$ cat config.mk
export PLATFORM = sky130hd
export DESIGN_NAME = operand_select_ctrl
export DESIGN_NICKNAME = d
export VERILOG_FILES = /design/src/rtl/operand_sel_pkg.sv /design/src/rtl/operand_select_ctrl.sv
export SDC_FILE = /design/constraint.sdc
export NUM_CORES = 1
export LEC_CHECK = 0
export ABC_AREA = 0
export BUFFER_PORTS_ARGS = -buffer_cell sky130_fd_sc_hd__buf_2
export CAP_MARGIN = 40
export CORE_ASPECT_RATIO = 1.4
export CORE_MARGIN = 2
export CORE_UTILIZATION = 35
export CTS_CLUSTER_SIZE = 14
export DETAILED_ROUTE_END_ITERATION = 6
export GPL_TIMING_DRIVEN = 0
export PLACE_DENSITY_LB_ADDON = 0.1
export RECOVER_POWER = 100
export SYNTH_ARGS = -nofsm -noshare
export SYNTH_HDL_FRONTEND = slang
export SYNTH_SLANG_ARGS = --single-unit
$ cat constraint.sdc
create_clock -name clk -period 2.15 [get_ports clk]
set_input_delay 0.43 -clock clk [delete_from_list [all_inputs] [get_ports clk]]
set_output_delay 0.43 -clock clk [all_outputs]
set_load 0.01 [all_outputs]
$ cat src/rtl/operand_sel_pkg.sv
// Shared types and helpers for operand slot selection.
// State codes, derived widths and the wrap-around slot scan.
package operand_sel_pkg;

    typedef logic [1:0] state_t;

    localparam state_t ST_IDLE   = 2'd0;
    localparam state_t ST_QUERY  = 2'd1;
    localparam state_t ST_BROWSE = 2'd2;
    localparam state_t ST_ERROR  = 2'd3;

    // Widest slot mask the scan supports.
    localparam int MASK_W = 15;

    function automatic int slot_bits_f(input int n);
        return (n <= 2) ? 1 : $clog2(n);
    endfunction

    function automatic int count_bits_f(input int n);
        return (n <= 1) ? 1 : $clog2(n + 1);
    endfunction

    // First set bit strictly above cur, wrapping at n; cur if none.
    // Starting from cur=n-1 yields the lowest set bit.
    function automatic int next_set_bit(
        input logic [MASK_W-1:0] mask,
        input int                cur,
        input int                n
    );
        int   idx;
        logic found;
        next_set_bit = cur;
        found        = 1'b0;
        for (int k = 1; k <= MASK_W; k++) begin
            if (k <= n) begin
                idx = cur + k;
                if (idx >= n) begin
                    idx = idx - n;
                end
                if (!found && mask[4'(idx)]) begin
                    next_set_bit = idx;
                    found        = 1'b1;
                end
            end
        end
    endfunction

endpackage

$ cat src/rtl/operand_select_ctrl.sv
// Runs a dimension query against storage search and lets the
// user browse the matching slots and confirm one as an operand.
module operand_select_ctrl
    import operand_sel_pkg::*;
#(
    parameter  int MAX_STORE       = 2,
    parameter  int ERR_HOLD_CYCLES = 100_000_000,
    localparam int SLOT_BITS       = slot_bits_f(MAX_STORE),
    localparam int COUNT_BITS      = count_bits_f(MAX_STORE)
) (
    input  logic                  clk,
    input  logic                  rst,
    input  logic                  start,
    input  logic [3:0]            req_m,
    input  logic [3:0]            req_n,
    input  logic                  btn_next,
    input  logic                  btn_confirm,
    input  logic                  btn_cancel,
    input  logic [MAX_STORE-1:0]  match_mask,
    input  logic [COUNT_BITS-1:0] match_count,
    output logic [3:0]            query_m,
    output logic [3:0]            query_n,
    output logic [SLOT_BITS-1:0]  cand_slot,
    output logic                  cand_valid,
    output logic [COUNT_BITS-1:0] cand_total,
    output logic [SLOT_BITS-1:0]  sel_slot,
    output logic                  sel_done,
    output logic                  sel_valid,
    output logic                  sel_fail,
    output logic                  busy
);

    localparam int ERR_W =
        (ERR_HOLD_CYCLES < 2) ? 1 : $clog2(ERR_HOLD_CYCLES);
    localparam logic [ERR_W-1:0] ERR_LOAD =
        ERR_W'(ERR_HOLD_CYCLES - 1);

    function automatic logic [SLOT_BITS-1:0] scan(
        input logic [MAX_STORE-1:0] mask,
        input logic [SLOT_BITS-1:0] cur
    );
        return SLOT_BITS'(next_set_bit(MASK_W'(mask), int'(cur), MAX_STORE));
    endfunction

    state_t                 state_q;
    state_t                 state_d;
    logic [MAX_STORE-1:0]   mask_q;
    logic [MAX_STORE-1:0]   mask_d;
    logic [ERR_W-1:0]       err_cnt_q;
    logic [ERR_W-1:0]       err_cnt_d;
    logic [3:0]             query_m_d;
    logic [3:0]             query_n_d;
    logic [SLOT_BITS-1:0]   cand_slot_d;
    logic [COUNT_BITS-1:0]  cand_total_d;
    logic [SLOT_BITS-1:0]   sel_slot_d;
    logic                   sel_valid_d;
    logic                   sel_done_d;
    logic                   cand_valid_d;
    logic                   busy_d;
    logic                   sel_fail_d;

    always_ff @(posedge clk or negedge rst) begin
        if (!rst) begin
            state_q    <= ST_IDLE;
            mask_q     <= '0;
            err_cnt_q  <= '0;
            query_m    <= '0;
            query_n    <= '0;
            cand_slot  <= '0;
            cand_total <= '0;
            sel_slot   <= '0;
            sel_valid  <= 1'b0;
            sel_done   <= 1'b0;
            cand_valid <= 1'b0;
            busy       <= 1'b0;
            sel_fail   <= 1'b0;
        end else begin
            state_q    <= state_d;
            mask_q     <= mask_d;
            err_cnt_q  <= err_cnt_d;
            query_m    <= query_m_d;
            query_n    <= query_n_d;
            cand_slot  <= cand_slot_d;
            cand_total <= cand_total_d;
            sel_slot   <= sel_slot_d;
            sel_valid  <= sel_valid_d;
            sel_done   <= sel_done_d;
            cand_valid <= cand_valid_d;
            busy       <= busy_d;
            sel_fail   <= sel_fail_d;
        end
    end

    always_comb begin
        state_d = state_q;
        unique case (state_q)
            ST_IDLE: begin
                if (start) begin
                    state_d = ST_QUERY;
                end
            end
            ST_QUERY: begin
                state_d = (match_count == '0) ? ST_ERROR : ST_BROWSE;
            end
            ST_BROWSE: begin
                if (btn_cancel || btn_confirm) begin
                    state_d = ST_IDLE;
                end
            end
            ST_ERROR: begin
                if (btn_cancel || err_cnt_q == '0) begin
                    state_d = ST_IDLE;
                end
            end
            default: state_d = ST_IDLE;
        endcase
    end

    always_comb begin
        mask_d       = mask_q;
        err_cnt_d    = err_cnt_q;
        query_m_d    = query_m;
        query_n_d    = query_n;
        cand_slot_d  = cand_slot;
        cand_total_d = cand_total;
        sel_slot_d   = sel_slot;
        sel_valid_d  = sel_valid;
        sel_done_d   = 1'b0;
        unique case (state_q)
            ST_IDLE: begin
                if (start) begin
                    query_m_d   = req_m;
                    query_n_d   = req_n;
                    sel_valid_d = 1'b0;
                end
            end
            ST_QUERY: begin
                mask_d       = match_mask;
                cand_total_d = match_count;
                if (match_count == '0) begin
                    err_cnt_d = ERR_LOAD;
                end else begin
                    cand_slot_d = scan(match_mask, SLOT_BITS'(MAX_STORE - 1));
                end
            end
            ST_BROWSE: begin
                // Cancel beats confirm beats next.
                priority case (1'b1)
                    btn_cancel: ;
                    btn_confirm: begin
                        sel_slot_d  = cand_slot;
                        sel_valid_d = 1'b1;
                        sel_done_d  = 1'b1;
                    end
                    btn_next: cand_slot_d = scan(mask_q, cand_slot);
                    default: ;
                endcase
            end
            ST_ERROR: begin
                if (btn_cancel) begin
                    err_cnt_d = '0;
                end else if (err_cnt_q != '0) begin
                    err_cnt_d = err_cnt_q - 1'b1;
                end
            end
            default: ;
        endcase
        cand_valid_d = (state_d == ST_BROWSE);
        busy_d       = (state_d == ST_QUERY) || (state_d == ST_BROWSE);
        sel_fail_d   = (state_d == ST_ERROR);
    end

endmodule

==> impl_results.md, run 1 <==
- DRT Pass-1 Iters: 4
- Routability congestion estimate: 0.832
- Largest net degree at the start of global routing: 28
- Later-pin clock latency in the skew report: 310 ps
- Area Overhead vs Synth: 26.9%
- Power density cells: 1160 nW/um^2
- Post-Syn Instances: 273
- Final HPWL DP: 5170 um
- Crit Path Max Fanout: 10
- Die Y: 106 um
- Total routed wirelength: 7410 um
- Maximum clock frequency: 473 MHz
- Grt ovf: 0
- VDD IR max: 0.642 mV
- Post-synth cell types: 57
- Crit-path max cell delay: 570 ps
- Hold WS: 318 ps
- Async set-reset flop share out of synthesis: 100%
- CP top delay family: simple AND/OR/NAND/NOR gates
- R2r setup slk: 40 ps
- Critical-path cell with the highest stage delay: or4_4
- Min-delay src: match_mask[1]
- Outcome: complete, no violations
- H-tree levels: 2
- Hold crit path type: in2reg
- Num CTS Buffers: 5
- Post-synthesis sequential area ratio: 45.8%
- Initial antenna violation count: 0
- Initial Util: 35.9%
- Mapped Avg Cell Area: 9.62 sq um
- Reg2Reg Depth: 7
- Buffer depth of the longest clock path: 2
- Max Slew Vio Count: 0
- Port buffer count: 33
- Vias per std cell: 5.50
- Critical path launch point type: flop
- # setup viols final: 0
- Average wire per standard cell: 17.2 um
- Minimum clock period: 2110 ps
- Post-Syn Area: 2630 sq um
- # DRC: 0
- Total die area: 8220 sq um
- Initial DRC Count: 70
- Clk sinks: 48
- Pre-CTS WS: -517 ps
- Max-cap violations: 0
- Syn nets: 294
- Final Power: 3.85 mW
- Final hold viol count: 0
- Worst-Margin Slew: 1250 ps
- CP required: 2320 ps
- Inst Count DP: 404
- Clk_skew: 13.1 ps
- Vias: 2,366
- Worst R2R Start: err_cnt_q[13]
- Ant diodes: 0
- CTS tree: yes
- Crit. End Element: flop
- Hold path depth: 3
- Commonest non-fill, non-tap cell in the layout: dfrtp_1
- Most frequent cells in the layout: dfrtp_1 (43), nor2_1 (28), clkbuf_1 (24), a21oi_1 (23)
- Setup TNS: 0 ps
- Vias in the first global route: 2,337
- CP Buf/Inv Count: 2
- Die X-Extent: 77.2 um
- Worst Path Arrival: 2290 ps
- Root buffer cell: clkbuf_8
- Worst rel slew slack: 16.5%
- Syn. warnings: 0
- # hold bufs at CTS: 0
- Layout net count: 353
- Core area: 7310 sq um
- Row count: 37
- Dpl cell area: 2940 sq um
- Final worst-path cycle share: 98.3%
- Final core utilization: 45.5%
- Critical path class: reg2reg
- RR Endpoint: err_cnt_q[24]
- Hold Path Sink: mask_q[1]
- Layout cells sized above 1: 26.4%
- Io pins: 35
- Global-route wire length before repair: 11,900 um
- FILL cells: 767
- Final WS setup: 36.6 ps
- CP Cell Sequence: or4_4, nor4_4, buf_4, buf_8, a21oi_1, o22ai_1, o41ai_2
- Post-synth EDFFs: 0
- Leak pwr: 1.36 nW
- Cell Count, Final, Fillers Out: 430
- Yosys reg bits: 48
- All-Layer GR Usage: 18.5%
- Post-route cell area: 3330 sq um
- Clk slew on worst S/H paths: 100 ps
- Most used DFF post-synth: dfrtp_1
- Routed Antenna Nets: 0
cell families (layout without fill, tap and decap cells):
group	Yosys count	in the layout	synth area share, %
buf+inv	22	82	3.62
mux	10	10	4.24
flops	48	48	45.8
fa+ha+maj	3	3	1.43
compound gates	85	85	22.9
simple gates	105	105	22.1
routing by layer:
metal / track usage, % / vias up / routed length (um) / part of all wire (%)
met4: 6.76 / 0 / 155 / 2.1
met2: 33.3 / 63 / 3850 / 52
met5: 0 / - / 0 / 0
met1: 22.5 / 1142 / 3160 / 43
li1: - / 1148 / - / -
met3: 2.12 / 13 / 251 / 3.4
timing repair:
| item | in CTS | in global routing |
|---|---|---|
| pin swaps | 5 | 8 |
| setup endpoints to repair | 29 | 25 |
| buffers inserted | 11 | 8 |
| gates resized for setup | 20 | 23 |
worst max path at each step:
stage / startpoint / end / slack, ps / cells past startpoint
after floorplan: err_cnt_q[0] / err_cnt_q[24] / 30 / 8
after global placement: err_cnt_q[11] / busy / -490 / 7
after detailed placement: err_cnt_q[11] / busy / -520 / 7
after CTS: err_cnt_q[21] / busy / -50 / 7
after global routing: err_cnt_q[17] / err_cnt_q[26] / -3 / 7
final: err_cnt_q[13] / err_cnt_q[24] / 40 / 7
synthesized netlist by cell type, types with 3 or more instances:
cell type | instances | area [sq um]
nor4_1 | 5 | 31.3
a21oi_1 | 24 | 120
inv_1 | 10 | 37.5
o21ai_0 | 10 | 50.1
nand2b_1 | 5 | 31.3
nand3_1 | 5 | 25.0
clkbuf_1 | 9 | 33.8
dfrtp_1 | 48 | 1200
a21o_1 | 4 | 30.0
mux2_2 | 9 | 101
o22a_1 | 7 | 61.3
a41oi_1 | 4 | 35.0
nor3_1 | 12 | 60.1
or4_1 | 3 | 22.5
nand4_1 | 5 | 31.3
a31oi_1 | 9 | 56.3
and2_1 | 3 | 18.8
nor2_1 | 29 | 109
ha_1 | 3 | 37.5
o211ai_1 | 3 | 22.5
o311ai_0 | 3 | 26.3
nand2_1 | 18 | 67.6
o21a_1 | 4 | 30.0
a2bb2oi_1 | 3 | 26.3
sequential cells by signal, summed over array words and instances (netlist names), 2 cells and up:
register    cells
state_q         2
cand_total      2
mask_q          2
query_n         4
err_cnt_q      27
query_m         4
worst min-delay path, stage by stage:
cell     delay (ps)
buf_2            80
nand2_1          40
nand2_1          50
where the power goes:
part / internal, mW / switching (mW)
logic: 0.680 / 0.863
clock network: 0.346 / 0.315
registers: 1.26 / 0.388
cell type report:
class	count	area, sq um	share of cell area [%]
flip-flops and latches	48	1210	36.3
repair buffers	53	294	8.83
well taps	97	121	3.64
multi-input cells	203	1500	45.0
clock inverters	2	35.0	1.05
clock buffers	6	72.6	2.18
plain buffers	11	65.1	1.95
inverters	10	37.5	1.13
(Power assumes the default switching activity.)
==> inputs of run 2 (changes only) <==
--- a/config.mk
+++ b/config.mk
@@ -8,9 +8,10 @@
 export ABC_AREA = 0
 export BUFFER_PORTS_ARGS = -buffer_cell sky130_fd_sc_hd__buf_2
 export CAP_MARGIN = 40
-export CORE_ASPECT_RATIO = 1.4
+export CORE_ASPECT_RATIO = 2
 export CORE_MARGIN = 2
 export CORE_UTILIZATION = 35
+export CTS_BUF_LIST = sky130_fd_sc_hd__clkbuf_16
 export CTS_CLUSTER_SIZE = 14
 export DETAILED_ROUTE_END_ITERATION = 6
 export GPL_TIMING_DRIVEN = 0
==> run 2 against run 1 <==
Effect of this change: clock power increased by 20%; non-clock buffer count decreased by 8; worst hold slack improved by 5.6 ps; critical endpoint is now busy.
==> impl_results.md, run 2 (synthesized netlist as in run 1, its figures left out) <==
- Outcome: complete, no violations (unchanged)
- FILL cells: 732 (was 767)
- Buffer depth of the longest clock path: 2 (unchanged)
- Clk_skew: 3.20 ps (was 13.1 ps)
- Layout cells sized above 1: 27.1% (was 26.4%)
- Max reg flops: 27 (unchanged)
- Sw Ratio: 41.0% (was 40.7%)
- Crit-path max cell delay: 460 ps (was 570 ps)
- Grt ovf: 0 (unchanged)
- Most frequent cells in the layout: dfrtp_1 (45), nor2_1 (24), clkbuf_1 (23), a21oi_1 (21), nand2_1 (18) (was dfrtp_1 (43), nor2_1 (28), clkbuf_1 (24), a21oi_1 (23))
- H-tree levels: 2 (unchanged)
- Minimum clock period: 2140 ps (was 2110 ps)
- Num CTS Buffers: 5 (unchanged)
- CP top delay family: simple AND/OR/NAND/NOR gates (unchanged)
- Core area: 7270 sq um (was 7310 sq um)
- Grt met2 use: 36.8% (was 33.3%)
- CP Cell Sequence: nor4_4, buf_4, nand4_4, or2_4, a21oi_2, o21ai_2, ha_1, inv_1 (was or4_4, nor4_4, buf_4, buf_8, a21oi_1, o22ai_1, o41ai_2)
- Max Slew Vio Count: 0 (unchanged)
- Hold crit path type: in2reg (unchanged)
- Pre-CTS WS: -526 ps (was -517 ps)
- Vias in the first global route: 2,485 (was 2,337)
- Commonest non-fill, non-tap cell in the layout: dfrtp_1 (unchanged)
- R2r setup slk: 10 ps (was 40 ps)
- DRT Pass-1 Iters: 4 (unchanged)
- Ant diodes: 0 (unchanged)
- Worst Path Arrival: 2330 ps (was 2290 ps)
- Critical-path cell with the highest stage delay: dfrtp_1 (was or4_4)
- CP required: 2340 ps (was 2320 ps)
- Final Power: 4.01 mW (was 3.85 mW)
- Area Overhead vs Synth: 27.2% (was 26.9%)
- Root buffer cell: clkbuf_16 (was clkbuf_8)
- Gate power share: 37.8% (was 40.1%)
- Regs by FF count: err_cnt_q x27, query_m x4, query_n x4 (unchanged)
- Sequential cell area: 1200 sq um (was 1210 sq um)
- Crit. End Element: flop (unchanged)
- Routability congestion estimate: 0.882 (was 0.832)
- Critical path class: reg2reg (unchanged)
- Maximum clock frequency: 468 MHz (was 473 MHz)
- Clk slew on worst S/H paths: 70 ps (was 100 ps)
- # setup viols final: 0 (unchanged)
- Power density cells: 1200 nW/um^2 (was 1160 nW/um^2)
- Leak pwr: 1.34 nW (was 1.36 nW)
- Largest net degree at the start of global routing: 30 (was 28)
- Internal Power: 2.36 mW (was 2.28 mW)
- Initial antenna violation count: 0 (unchanged)
- Clk sinks: 48 (unchanged)
- Dpl cell area: 2930 sq um (was 2940 sq um)
- Multi-input logic area: 1530 sq um (was 1500 sq um)
- Critical path launch point type: flop (unchanged)
- M3 GR Usage: 2.66% (was 2.12%)
- Global-route wire length before repair: 12,900 um (was 11,900 um)
- Worst rel slew slack: 24.4% (was 16.5%)
- Switch Pwr: 1.64 mW (was 1.57 mW)
- Port buffer count: 33 (unchanged)
- Initial Util: 36.1% (was 35.9%)
- Initial DRC Count: 132 (was 70)
- Die Y: 126 um (was 106 um)
- Final HPWL DP: 5570 um (was 5170 um)
- Row count: 44 (was 37)
- GRT met1 Usage: 22.8% (was 22.5%)
- Vias per std cell: 5.79 (was 5.50)
- Io pins: 35 (unchanged)
- Largest Register: err_cnt_q (unchanged)
- Busiest grt layer: met2 (unchanged)
- RSZ-0062 raised after global routing: true
- Clock power share: 19.8% (was 17.2%)
- Worst-Margin Slew: 1130 ps (was 1250 ps)
- Crit Path Max Fanout: 8 (was 10)
- Final hold viol count: 0 (unchanged)
- Die X-Extent: 65.2 um (was 77.2 um)
- VDD IR max: 0.719 mV (was 0.642 mV)
- Routed Antenna Nets: 0 (unchanged)
- CP Buf/Inv Count: 2 (unchanged)
- Total die area: 8250 sq um (was 8220 sq um)
- CTS tree: yes (unchanged)
- Layout net count: 345 (was 353)
- # hold bufs at CTS: 0 (unchanged)
- Post-route cell area: 3340 sq um (was 3330 sq um)
- Seq pwr share: 42.4% (was 42.7%)
- Average wire per standard cell: 18.6 um (was 17.2 um)
- Final WS setup: 11.1 ps (was 36.6 ps)
- # DRC: 0 (unchanged)
- Vias: 2,416 (was 2,366)
- Later-pin clock latency in the skew report: 300 ps (was 310 ps)
- Max-cap violations: 0 (unchanged)
- Total routed wirelength: 7770 um (was 7410 um)
- Final worst-path cycle share: 99.5% (was 98.3%)
- All-Layer GR Usage: 20.6% (was 18.5%)
## run 2: changes by cell type in the layout (fill, tap and decap cells not counted), sizes merged
cell,before,now
buf,37,30
bufinv,1,0
clkbuf,33,31
clkinvlp,0,1
inv,10,11
## run 2: final cells by class
class	instances	area share (%)
Timing Repair Buffer	46	7.72
Multi-Input combinational cell	203	45.7
Inverter	10	1.12
Buffer	10	1.57
Sequential cell	48	36.1
Clock inverter	3	0.600
Tap cell	92	3.45
Clock buffer	5	3.75
## run 2: timing repair
action / CTS / global route
setup endpoints to repair: 28 / 29
gates resized for setup: 21 / 27
pin swaps: 5 / 14
setup buffers: 10 / 2
## run 2: power groups by stage
stage / clock, mW / sequential, mW / combinational, mW
after floorplan: 0 / 1.59 / 0.898
after global placement: 0 / 1.58 / 1.38
after detailed placement: 0 / 1.59 / 1.40
after CTS: 0.805 / 1.63 / 1.51
after global routing: 0.843 / 1.76 / 1.69
final: 0.792 / 1.70 / 1.52
## run 2: final timing paths
check / startpoint / end / cells past startpoint
min reg2reg: mask_q[0] / cand_slot / 1
min in group asynchronous: rst / err_cnt_q[17] / 1
max in group asynchronous: rst / err_cnt_q[0] / 2
min: match_mask[1] / mask_q[1] / 3
max: err_cnt_q[21] / busy / 8
max reg2reg: err_cnt_q[21] / busy / 8
## run 2: through the flow
step / util, % / hold slack (ps) / TNS (ps) / std cells
after floorplan: - / 134 / 0 / 273
after global placement: 40.0 / 456 / -6000 / 398
after detailed placement: 40.3 / 437 / -5760 / 399
after CTS: 45.1 / 125 / -61.5 / 417
after global routing: 45.9 / 349 / -515 / 417
final: 45.9 / 324 / 0 / 417
## run 2: metal layers
layer  part of all wire, %  wire length (um)
met2                    56              4380
met5                     0                 0
met3                   3.1               243
met1                    36              2790
met4                   4.5               353
## run 2: worst register-to-register path, stage by stage (launching register included)
cell     delay [ps]
dfrtp_1         460
nor4_4          310
buf_4           190
nand4_4         160
or2_4           320
a21oi_2         150
o21ai_2         100
ha_1            320
inv_1            40
